File: src/rtl/fetch_buffer_if.sv
// Fetch-stage bundle: PC/advance with the program counter, instruction-memory
// handshake, and the decode-side queue head.
interface fetch_buffer_if #(
  parameter int unsigned DEPTH = 4,
  parameter int unsigned IW    = 32,
  parameter int unsigned AW    = 64
);
  localparam int unsigned CW = $clog2(DEPTH) + 1;

  logic [AW-1:0] PC;
  logic          advance;
  logic          flush;
  logic          imem_req;
  logic [AW-1:0] imem_addr;
  logic          imem_gnt;
  logic          imem_rvalid;
  logic [IW-1:0] imem_rdata;
  logic          out_valid;
  logic          out_ready;
  logic [AW-1:0] out_pc;
  logic [IW-1:0] out_instr;
  logic [CW-1:0] occupancy;

  modport master (
    input  PC, flush, imem_gnt, imem_rvalid, imem_rdata, out_ready,
    output advance, imem_req, imem_addr, out_valid, out_pc, out_instr, occupancy
  );

  modport slave (
    output PC, flush, imem_gnt, imem_rvalid, imem_rdata, out_ready,
    input  advance, imem_req, imem_addr, out_valid, out_pc, out_instr, occupancy
  );
endinterface

File: src/rtl/fetch_buffer.sv
// Instruction-fetch buffer: one outstanding single-beat read, results queued
// as {pc, instr} for decode; flush discards queued and in-flight fetches.
module fetch_buffer #(
  parameter int unsigned DEPTH = 4,
  parameter int unsigned IW    = 32,
  parameter int unsigned AW    = 64
) (
  input logic           clock,
  input logic           reset,
  fetch_buffer_if.master bus
);
  localparam int unsigned PW = $clog2(DEPTH);
  localparam int unsigned CW = PW + 1;

  typedef enum logic {S_IDLE, S_WAIT} state_t;

  state_t        state;
  logic          drop;
  logic [AW-1:0] req_pc;
  logic [AW-1:0] pc_mem  [DEPTH];
  logic [IW-1:0] ins_mem [DEPTH];
  logic [PW-1:0] rd_ptr;
  logic [PW-1:0] wr_ptr;
  logic [CW-1:0] count;
  logic          push;
  logic          pop;
  logic          has_room;

  // Request is gated by reset so the bus is quiet while the block is held.
  always_comb begin
    has_room      = count < CW'(DEPTH);
    bus.imem_req  = reset && (state == S_IDLE) && !bus.flush && has_room;
    bus.advance   = bus.imem_req && bus.imem_gnt;
    bus.imem_addr = bus.PC;
    bus.out_valid = (count != '0);
    bus.occupancy = count;
    bus.out_pc    = bus.out_valid ? pc_mem[rd_ptr]  : '0;
    bus.out_instr = bus.out_valid ? ins_mem[rd_ptr] : '0;
    pop           = bus.out_valid && bus.out_ready && !bus.flush;
    push          = (state == S_WAIT) && bus.imem_rvalid && !drop && !bus.flush;
  end

  always_ff @(posedge clock) begin
    if (push) begin
      pc_mem[wr_ptr]  <= req_pc;
      ins_mem[wr_ptr] <= bus.imem_rdata;
    end
  end

  always_ff @(posedge clock or negedge reset) begin
    if (!reset) begin
      state  <= S_IDLE;
      drop   <= 1'b0;
      req_pc <= '0;
      rd_ptr <= '0;
      wr_ptr <= '0;
      count  <= '0;
    end else if (bus.flush) begin
      rd_ptr <= '0;
      wr_ptr <= '0;
      count  <= '0;
      // A read still in flight is marked so its late response is discarded.
      if (state == S_WAIT) begin
        if (bus.imem_rvalid) begin
          state <= S_IDLE;
          drop  <= 1'b0;
        end else begin
          drop  <= 1'b1;
        end
      end
    end else begin
      if (push) wr_ptr <= wr_ptr + PW'(1);
      if (pop)  rd_ptr <= rd_ptr + PW'(1);
      count <= count + CW'(push) - CW'(pop);
      case (state)
        S_IDLE: begin
          if (bus.advance) begin
            req_pc <= bus.PC;
            state  <= S_WAIT;
          end
        end
        S_WAIT: begin
          if (bus.imem_rvalid) begin
            drop  <= 1'b0;
            state <= S_IDLE;
          end
        end
        default: state <= S_IDLE;
      endcase
    end
  end
endmodule

File: src/flat_wrapper.sv
// flat-port wrapper written by rule: the top's interface ports become plain ports
module fetch_buffer_flat 
#(
  parameter int unsigned DEPTH = 4,
  parameter int unsigned IW    = 32,
  parameter int unsigned AW    = 64
)
  (clock, reset, bus_PC, bus_flush, bus_imem_gnt, bus_imem_rvalid, bus_imem_rdata, bus_out_ready, bus_advance, bus_imem_req, bus_imem_addr, bus_out_valid, bus_out_pc, bus_out_instr, bus_occupancy);
  fetch_buffer_if #(.DEPTH(DEPTH), .IW(IW), .AW(AW)) bus_i ();
  input logic clock;
  input logic reset;
  input wire logic [$bits(bus_i.PC)-1:0] bus_PC;
  input wire logic [$bits(bus_i.flush)-1:0] bus_flush;
  input wire logic [$bits(bus_i.imem_gnt)-1:0] bus_imem_gnt;
  input wire logic [$bits(bus_i.imem_rvalid)-1:0] bus_imem_rvalid;
  input wire logic [$bits(bus_i.imem_rdata)-1:0] bus_imem_rdata;
  input wire logic [$bits(bus_i.out_ready)-1:0] bus_out_ready;
  output wire logic [$bits(bus_i.advance)-1:0] bus_advance;
  output wire logic [$bits(bus_i.imem_req)-1:0] bus_imem_req;
  output wire logic [$bits(bus_i.imem_addr)-1:0] bus_imem_addr;
  output wire logic [$bits(bus_i.out_valid)-1:0] bus_out_valid;
  output wire logic [$bits(bus_i.out_pc)-1:0] bus_out_pc;
  output wire logic [$bits(bus_i.out_instr)-1:0] bus_out_instr;
  output wire logic [$bits(bus_i.occupancy)-1:0] bus_occupancy;
  assign bus_i.PC = bus_PC;
  assign bus_i.flush = bus_flush;
  assign bus_i.imem_gnt = bus_imem_gnt;
  assign bus_i.imem_rvalid = bus_imem_rvalid;
  assign bus_i.imem_rdata = bus_imem_rdata;
  assign bus_i.out_ready = bus_out_ready;
  assign bus_advance = bus_i.advance;
  assign bus_imem_req = bus_i.imem_req;
  assign bus_imem_addr = bus_i.imem_addr;
  assign bus_out_valid = bus_i.out_valid;
  assign bus_out_pc = bus_i.out_pc;
  assign bus_out_instr = bus_i.out_instr;
  assign bus_occupancy = bus_i.occupancy;
  fetch_buffer #(.DEPTH(DEPTH), .IW(IW), .AW(AW)) u_core (.clock(clock), .reset(reset), .bus(bus_i));
endmodule
File: config.mk
export PLATFORM = sky130hd
export DESIGN_NAME = fetch_buffer_flat
export DESIGN_NICKNAME = d
export VERILOG_FILES = /design/src/rtl/fetch_buffer_if.sv /design/src/rtl/fetch_buffer.sv /design/src/flat_wrapper.sv
export SDC_FILE = /design/constraint.sdc
export NUM_CORES = 1
export LEC_CHECK = 0
export ABC_CLOCK_PERIOD_IN_PS = 7100
export BUFFER_PORTS_ARGS = -buffer_cell sky130_fd_sc_hd__buf_2
export CORE_ASPECT_RATIO = 1.25
export CORE_UTILIZATION = 57
export CTS_CLUSTER_DIAMETER = 80
export CTS_CLUSTER_SIZE = 30
export DETAILED_ROUTE_END_ITERATION = 6
export HOLD_SLACK_MARGIN = 0.12
export PLACE_DENSITY = 0.82
export SLEW_MARGIN = 20
export SYNTH_ARGS = -nofsm -noshare
export SYNTH_HDL_FRONTEND = slang
export SYNTH_SLANG_ARGS = --single-unit
File: constraint.sdc
create_clock -name clock -period 7.1 [get_ports clock]
set_clock_uncertainty 0.2 [all_clocks]
set_input_delay 0.71 -clock clock [delete_from_list [all_inputs] [get_ports clock]]
set_output_delay 0.71 -clock clock [all_outputs]
set_load 0.1 [all_outputs]
# Word-level counts from Yosys, hierarchy flattened
# Memory sizes are Yosys's and may differ from the RTL's.
# Cells that the tools add are included.
[op_classes]
muxes = 18
add_sub_neg = 4
magnitude_cmp = 1
reduce_logical = 17
bitwise = 2
[ops]
columns = ["op", "n"]
rows = [
  ["$mux W64", 1],
  ["$mux W32", 1],
  ["$mux W1", 10],
  ["$logic_and A1 B1 Y1", 9],
  ["$mux W2", 4],
  ["$reduce_bool A2 Y1", 3],
  ["$add A2 B1 Y2 const B", 2],
  ["$add A3 B1 Y3", 1],
  ["$lt A3 B3 Y1 const B", 1],
  ["$mux W3", 1],
  ["$reduce_and A3 Y1", 1],
  ["$reduce_bool A3 Y1", 1],
  ["$sub A3 B1 Y3", 1],
  ["$logic_not A1 Y1", 2],
  ["$not A1 Y1", 2],
  ["$pmux W1 S2", 1],
  ["$reduce_and A2 Y1", 1],
]
[totals]
output_inout_bits = 166
mem_count = 2
wordCells = 50
ram_bits = 384
regBits = 73
[mem_list]
columns = ["name", "words", "width", "read_ports", "rd_clocked_by_memory_dff", "wr", "line", "rtl"]
rows = [
  ["u_core.pc_mem", 4, 64, 1, 0, 1, "fetch_buffer.sv:20", "logic [AW-1:0] pc_mem [DEPTH];"],
  ["u_core.ins_mem", 4, 32, 1, 0, 1, "fetch_buffer.sv:21", "logic [IW-1:0] ins_mem [DEPTH];"],
]

# Logic depth before layout (Yosys ltp)
# Gate-level depths: netlist (run 1).
[depth]
ltp_word = 8
ltp_mapped = 10

# Worst setup path before layout (run 1)
# Ideal clock, no wire load.
[synth_timing]
path_type = "reg-to-output"
from = "register u_core.count[2], in the netlist u_core.bus.occupancy[2]"
to = "output port bus_out_pc[47]"
path_stages_with_launch = 5
path_slack_ns = 2.913
arrival_time_ns = 3.277
path_buffers = 2
cell_sequence = "dfrtp_1 -> or3_1 -> clkbuf_1 -> clkbuf_1 -> and2_1"
[synth_between]
elab_chain_len = 2
[synth_lines]
columns = ["item", "line", "rtl"]
rows = [
  ["start: declaration", "fetch_buffer.sv:24", "logic [CW-1:0] count;"],
  ["start signal: assignment", "fetch_buffer.sv:74", "count <= count + CW'(push) - CW'(pop);"],
  ["$reduce_bool A3 Y1", "fetch_buffer.sv:35", "bus.out_valid = (count != '0);"],
  ["net bus_out_valid", "flat_wrapper.sv:21", "output wire logic [$bits(bus_i.out_valid)-1:0] bus_out_valid;"],
  ["$mux W64", "fetch_buffer.sv:37", "bus.out_pc = bus.out_valid ? pc_mem[rd_ptr] : '0;"],
  ["end: declaration", "flat_wrapper.sv:22", "output wire logic [$bits(bus_i.out_pc)-1:0] bus_out_pc;"],
]
# The timed path passes the listed nets, and every way through them passes these cells.

# Worst setup path in the final report (run 1)
[layout_timing]
from = "register u_core.rd_ptr[0]"
to = "output port bus_out_pc[28]"
[layout_between]
elab_chain_len = 2
[layout_lines]
columns = ["item", "line", "rtl"]
rows = [
  ["start: declaration", "fetch_buffer.sv:22", "logic [PW-1:0] rd_ptr;"],
  ["start signal: assignment", "fetch_buffer.sv:73", "if (pop) rd_ptr <= rd_ptr + PW'(1);"],
  ["$mem_v2 Z4 W64", "-", ""],
  ["$mux W64", "fetch_buffer.sv:37", ""],
]
# Every way passes these cells.

==> impl_results.md, run 1 <==
* Mean Syn Cell Area at about 21 µm²
* P per Cell Area at 428 nW/µm²
* # Max-Cap Violations at 0
* WL final at 32.0 mm
* Starting density of the core at between 50% and 60%
* Via density at about 5.6
* Max rail drop VDD at ~0.00038 V
* Period utilisation layout at between 50% and 60%
* Combinational power share at between 40% and 50%
* WL met1 at between 10 and 15 mm
* First-pass GRT wire length at slightly below 50 mm
* Min Clock Period, post-route at ~4000 ps
* Slowest CP cell: dfrtp_4
* GRT Total Usage at 20.1%
* Fin Setup TNS at 0 ps
* Fmax at 243 MHz
* RSZ-0062 raised after global routing: no
* Crit path largest cell delay at about 880 ps
* Critical Path End: bus_out_pc[28]
* 1st-pass router iterations at 5
* Number of buffers and inverters on the critical path at 2
* Rows at 72
* CTS tree: built
* Levels on crit path at 4
* P_int at 4.67 mW
* Most frequent cells in the layout: edfxtp_1, buf_2, and2_1, mux4_2, dfrtp_1
* Mapped Nets at 970
* R2R Path Start: u_core.state
* Antenna diodes at 0
* R2R Setup Slk at about 4100 ps
* Delay-heaviest family, CP: buffers and inverters
* Clock latency on the worst-skew pair at 520 ps
* Worst Tran Pin Value at approximately 1100 ps
* Most common cell after layout, fill and taps aside: edfxtp_1
* Syn Std Cell Area at between 15000 and 20000 µm²
* Hold crit path type: input port to flip-flop
* Detail Route Antenna Nets at 0
* Die ar. at ~32000 µm²
* Global route total overflow at 0
* Outcome: finished clean
* Initial antenna violation count at 1
* Multi-input gate area at approximately 3900 µm²
* Largest net degree at the start of global routing at 98
* # Post-CTS Setup Buffers at 0
* Post-CTS sizing at 0
* Sequential power share at between 40% and 50%
* CP arrival at about 3200 ps
* Syn Inst Count at about 860
* Critical Path Sink Type: output port
* Critical Path Start: u_core.rd_ptr[0]
* Vias in the first global route at ~8400
* Worst Setup Start Kind: flip-flop
* Io pins at roughly 270
* Net switching power at around 3.8 mW
* Fill count at ~2200
* Flops & latches, synth at 457
* Fin Hold WS at approximately 180 ps
* CTS Hold Bufs at 1
* DRC at 0
* Sequential cell area at 13400 µm²
* R2R Path End: u_core.pc_mem[2][13]
* Wire length on met2 at about 17 mm
* Vias at 8237
* Die X at around 160 µm
* Critical path fanouts, max at 35
* Reg clk slew, reported paths at between 100 and 150 ps
* Netlist cell types at 27
* Reg2reg path depth at 4
* Syn-to-layout area delta at 9.98%
* # setup viols final at 0
* RD Place Congestion at 0.678
* DRT iter0 DRCs at roughly 490
* Clock power frac at between 10% and 20%
* Static leakage at slightly above 7 nW
* Die H at between 200 and 250 µm
* H-Tree Depth at 1
* Met3 WL at approximately 1.4 mm
* Root Driver: clkbuf_16
* Worst slew margin at ~27%
* Worst path cell trace: buf_4 > mux4_2 > and2_1 > buf_2
* WL/cell at ~22 µm
* Clock Tree Buf Depth at 3
* Layout Nets at 1163
* Dpl hpwl at 18.8 mm
* IO Port Bufs at 267
* Max-slew violations at 0
* Required @ worst endpoint at 6190 ps
* Top sig layer: met5
* Core Box Area at between 30000 and 40000 µm²
* CTS Sinks at around 460
* Synthesis Warnings at 0
* Share of post-route cells with drive strength above 1 at between 40% and 50%
* Sw Ratio at 45.0%
* Num CTS Buffers at 19
* Final Hold Vio Count at 0
* Seq/Total Area, Yosys at approximately 74%
* Crit Path Category: flip-flop to output port
metal layers:
| metal | GRT usage (%) | vias to the layer above |
|---|---|---|
| met2 | 36.1 | 250 |
| met5 | 0 | - |
| met1 | 26.5 | 4290 |
| li1 | - | 3658 |
| met3 | 2.05 | 37 |
| met4 | 4.35 | 2 |
sequential cells by signal, indices dropped and copies added, names as in the netlist:
name                  flops
u_core.ins_mem          128
u_core.drop               1
u_core.req_pc            64
u_core.pc_mem           256
u_core.rd_ptr             2
u_core.wr_ptr             2
u_core.bus.occupancy      3
u_core.state              1
stage by stage:
stage	setup WS (ps)	utilization [%]	instance area (µm²)	power [mW]	cells
CTS	2870	63.9	19800	8.56	1473
floorplan	2910	-	18000	6.71	861
global route	2740	63.9	19800	8.77	1473
global placement	3480	62.1	19200	7.25	1439
finish	2990	63.9	19800	8.47	1473
detailed placement	3460	62.1	19200	7.30	1439
worst reg2reg max path, cell delays in order (launching register included):
cell and delay (ps):
dfrtp_1 480, nand3b_1 190, nor2_1 320, and2_4 740, buf_4 720
power by group through the flow:
stage,clock network [mW],registers (mW),logic [mW]
2_1_floorplan,0,3.57,3.15
3_3_place_gp,0,3.64,3.61
3_5_place_dp,0,3.67,3.63
4_1_cts,1.31,3.61,3.64
5_1_grt,1.38,3.65,3.73
6_report,1.27,3.61,3.60
cell families after synthesis:
family                     after synthesis  synth area share (%)
AOI/OAI and AO/OA                        5                 0.174
xor gates and xnor gates                 4                 0.195
adders and majority gates                7                 0.528
buffers and inverters                  112                  4.10
DFF                                    457                  74.2
muxes                                  161                  16.9
and+or+nand+nor                        115                  3.97
cell type report:
type                            count  share of cell area [%]
Inverter                            7                   0.133
Clock buffer                       32                    2.65
Clock inverter                      1                   0.152
Timing Repair Buffer              277                    7.15
Sequential cell                   457                    67.5
Tap cell                          407                    2.57
Multi-Input combinational cell    292                    19.9
Yosys cell counts:
cell      instances  share of area [%]
nor2_1            8               0.17
and2_1          101                3.5
buf_6             8               0.50
nand2_1           1              0.021
o21ai_0           1              0.028
nand3b_1          1              0.042
mux2_4           38                3.2
mux2_2           26                1.6
xor2_1            3               0.15
inv_1             7               0.15
fa_1              1               0.11
buf_2            11               0.31
clkbuf_1         21               0.44
mux2i_1           1              0.056
buf_4            65                2.7
nor3_1            1              0.028
edfxtp_1        384                 64
nor4b_4           1               0.13
a21oi_1           2              0.056
dfrtp_1          73                 10
mux4_2           96                 12
or3_1             1              0.035
o31ai_1           1              0.042
xnor2_1           1              0.049
nor2b_1           1              0.035
o311ai_0          1              0.049
ha_1              6               0.42
worst min path at each step:
stage | from | endpoint | slack, ps | cells past startpoint
2_1_floorplan | reset | u_core.bus.occupancy[0] | 210 | 0
3_3_place_gp | u_core.req_pc[8] | u_core.pc_mem[1][8] | 280 | 0
3_5_place_dp | u_core.req_pc[11] | u_core.pc_mem[0][11] | 300 | 0
4_1_cts | bus_imem_rvalid | u_core.drop | 150 | 2
5_1_grt | bus_imem_rvalid | u_core.drop | 170 | 2
6_report | bus_imem_rvalid | u_core.drop | 180 | 2
Note: power is estimated with default switching activity, not from simulation.
==> run 2: changes to the inputs <==
- ABC_CLOCK_PERIOD_IN_PS: 7100 -> 3600
- CORE_UTILIZATION: 57 -> 51
- PLACE_DENSITY: 0.82 -> 0.77
- clock period: 7.1 -> 3.6 ns (I/O delays scaled with it)
==> run 2 against run 1 <==
  * Combinational power is 110% higher
  * Wire length is 7.8% higher
  * Register-to-register slack worse by 3100 ps
  * Cell area is 6.4% higher
  * Via count is 6.1% higher
  * Clock power is 98% higher
  * Utilization is 3.0 points lower
  * Critical path type unchanged
  * Non-clock buffer count is 110 higher
==> impl_results.md, run 2 (synthesized netlist as in run 1, its figures left out) <==
* Final Hold Vio Count at 0 (unchanged)
* Crit Path Category: flip-flop to output port
* RD Place Congestion at 0.689 (+1.7%)
* Core Box Area at 34600 µm² (+12%)
* Worst slew margin at 50.1% (+23 points)
* Top flop regs: u_core.pc_mem: 256 flops, u_core.ins_mem: 128 flops, u_core.req_pc: 64 flops
* Die ar. at 36100 µm² (+12%)
* GRT Total Usage at 19.3% (-0.77 points)
* Fmax at 318 MHz
* Worst Tran Pin Value at 749 ps (-346 ps)
* Root Driver: clkbuf_16
* Largest net degree at the start of global routing at 97 (-1.0%)
* CP arrival at 2590 ps (-610 ps)
* Most common cell after layout, fill and taps aside: edfxtp_1
* RSZ-0062 raised after global routing: no
* Fill count at 2463 (+14%)
* Vias at 8738 (+6.1%)
* Dpl hpwl at 19.9 mm (+5.6%)
* # setup viols final at 0 (unchanged)
* Required @ worst endpoint at 3040 ps (-3150 ps)
* Initial antenna violation count at 2 (+1)
* Die X at 170 µm (+5.6%)
* Reg clk slew, reported paths at 110 ps (about the same)
* CTS Sinks at 457 (unchanged)
* WL/cell at 21.0 µm (-3.5%)
* Global route total overflow at 0 (unchanged)
* Combinational power share at 43.6% (+1.2 points)
* Fin Setup TNS at 0 ps (unchanged)
* Io pins at 268 (unchanged)
* IO Port Bufs at 267 (unchanged)
* H-Tree Depth at 1 (unchanged)
* Clock power frac at 14.8% (-0.2 points)
* CTS tree: built
* Sequential power share at 41.5% (-1.1 points)
* DRC at 0 (unchanged)
* Outcome: finished clean
* Syn-to-layout area delta at 17.1%
* Period utilisation layout at between 80% and 90%
* Largest register by flop count: u_core.pc_mem
* Net switching power at 7.62 mW (+100%)
* DRT iter0 DRCs at 601 (+23%)
* Share of post-route cells with drive strength above 1 at 40.6% (-3.0 points)
* P_int at 9.35 mW (+100%)
* First-pass GRT wire length at 52.2 mm (+7.3%)
* WL final at 34.5 mm (+7.8%)
* Num CTS Buffers at 19 (unchanged)
* Rows at 76 (+5.6%)
* Static leakage at 7.73 nW (+6.8%)
* Via density at 5.31 (-5.0%)
* P per Cell Area at 805 nW/µm² (+88%)
* Max rail drop VDD at 0.000635 V (+69%)
* Clock Tree Buf Depth at 3 (unchanged)
* 1st-pass router iterations at 7 (+2)
* Layout Nets at 1273 (+9.5%)
* Die H at 212 µm (+5.7%)
* Starting density of the core at 52.0% (-6.1 points)
* Hold crit path type: input port to asynchronous set/reset pin
* Min Clock Period, post-route at between 3000 and 4000 ps
* Max-slew violations at 0 (unchanged)
* Clock latency on the worst-skew pair at 530 ps (about the same)
* Critical path fanouts, max at 33 (-5.7%)
* Most frequent cells in the layout: edfxtp_1, buf_2, dlygate4sd3_1, and2_1, mux4_2
* Number of flip-flops in the largest register at 256 (unchanged)
* Critical Path Sink Type: output port
* Sw Ratio at 44.9% (-0.071 points)
* Worst Setup Start Kind: flip-flop
* Total power at 17.0 mW (+100%)
* Detail Route Antenna Nets at 0 (unchanged)
* # Max-Cap Violations at 0 (unchanged)
* Vias in the first global route at 9234 (+10%)
* # Post-CTS Setup Buffers at 0 (unchanged)
[run 2: cell count changes in the layout (fill, tap and decap cells not counted)]
cell and change:
clkbuf_1 -3, dlygate4sd3_1 +101, diode_2 +1, buf_12 +10, inv_6 +1, clkinv_16 -1, clkinv_2 +1, inv_1 -1
clkinvlp_4 +1, buf_4 -1, clkinv_4 +2
[run 2: worst paths after layout]
kind	from	to	slack, ps	cells after the start
max	u_core.rd_ptr[0]	bus_out_instr[17]	450	4
min	reset	u_core.req_pc[50]	210	3
min reg2reg	u_core.req_pc[10]	u_core.pc_mem[1][10]	320	0
max reg2reg	u_core.bus.occupancy[2]	u_core.bus.occupancy[2]	1010	10
min in group clock	bus_imem_gnt	u_core.req_pc[40]	300	3
max in group asynchronous	reset	u_core.rd_ptr[0]	1820	4
[run 2: metal layers]
metal	vias to the layer above	share of wire, %	global-route usage, %
met5	-	0.029	0
met4	2	1.9	5.06
met1	4557	40	24.3
met2	264	53	35.1
met3	41	4.8	2.46
li1	3874	-	-
[run 2: stage by stage]
step | instance area, µm² | instances | utilization [%] | hold WS, ps | worst slack, ps
floorplan | 18000 | 861 | - | -136 | 98.4
global placement | 19500 | 1509 | 56.4 | 258 | 983
detailed placement | 19500 | 1509 | 56.4 | 260 | 971
CTS | 21100 | 1644 | 60.9 | 215 | 369
global route | 21100 | 1644 | 60.9 | 241 | 297
finish | 21100 | 1645 | 60.9 | 208 | 451
[run 2: power groups by stage]
stage	Sequential, mW	Clock [mW]	Combinational (mW)
after floorplan	7.03	0	6.21
after global routing	7.13	2.77	7.68
after global placement	7.10	0	7.30
after CTS	7.04	2.60	7.47
after detailed placement	7.17	0	7.35
final	7.05	2.51	7.40
[run 2: worst max-delay path: stages (launching register included)]
cell and delay (ps):
dfrtp_4 700, buf_12 330, mux4_2 550, and2_1 170, buf_2 280
[run 2: layout make-up]
cell class | count | area, µm² | area share [%]
flip-flops and latches | 457 | 13400 | 63.4
clock inverters | 4 | 31.3 | 0.148
multi-input cells | 292 | 3930 | 18.7
diodes | 1 | 2.50 | 0.0119
inverters | 7 | 30.0 | 0.142
clock buffers | 29 | 513 | 2.43
well taps | 468 | 586 | 2.78
repair buffers | 387 | 2620 | 12.4
[run 2: repair_timing]
item                      CTS  global route
hold buffers              102             0
resized for setup           0             0
hold endpoints to repair  226             0
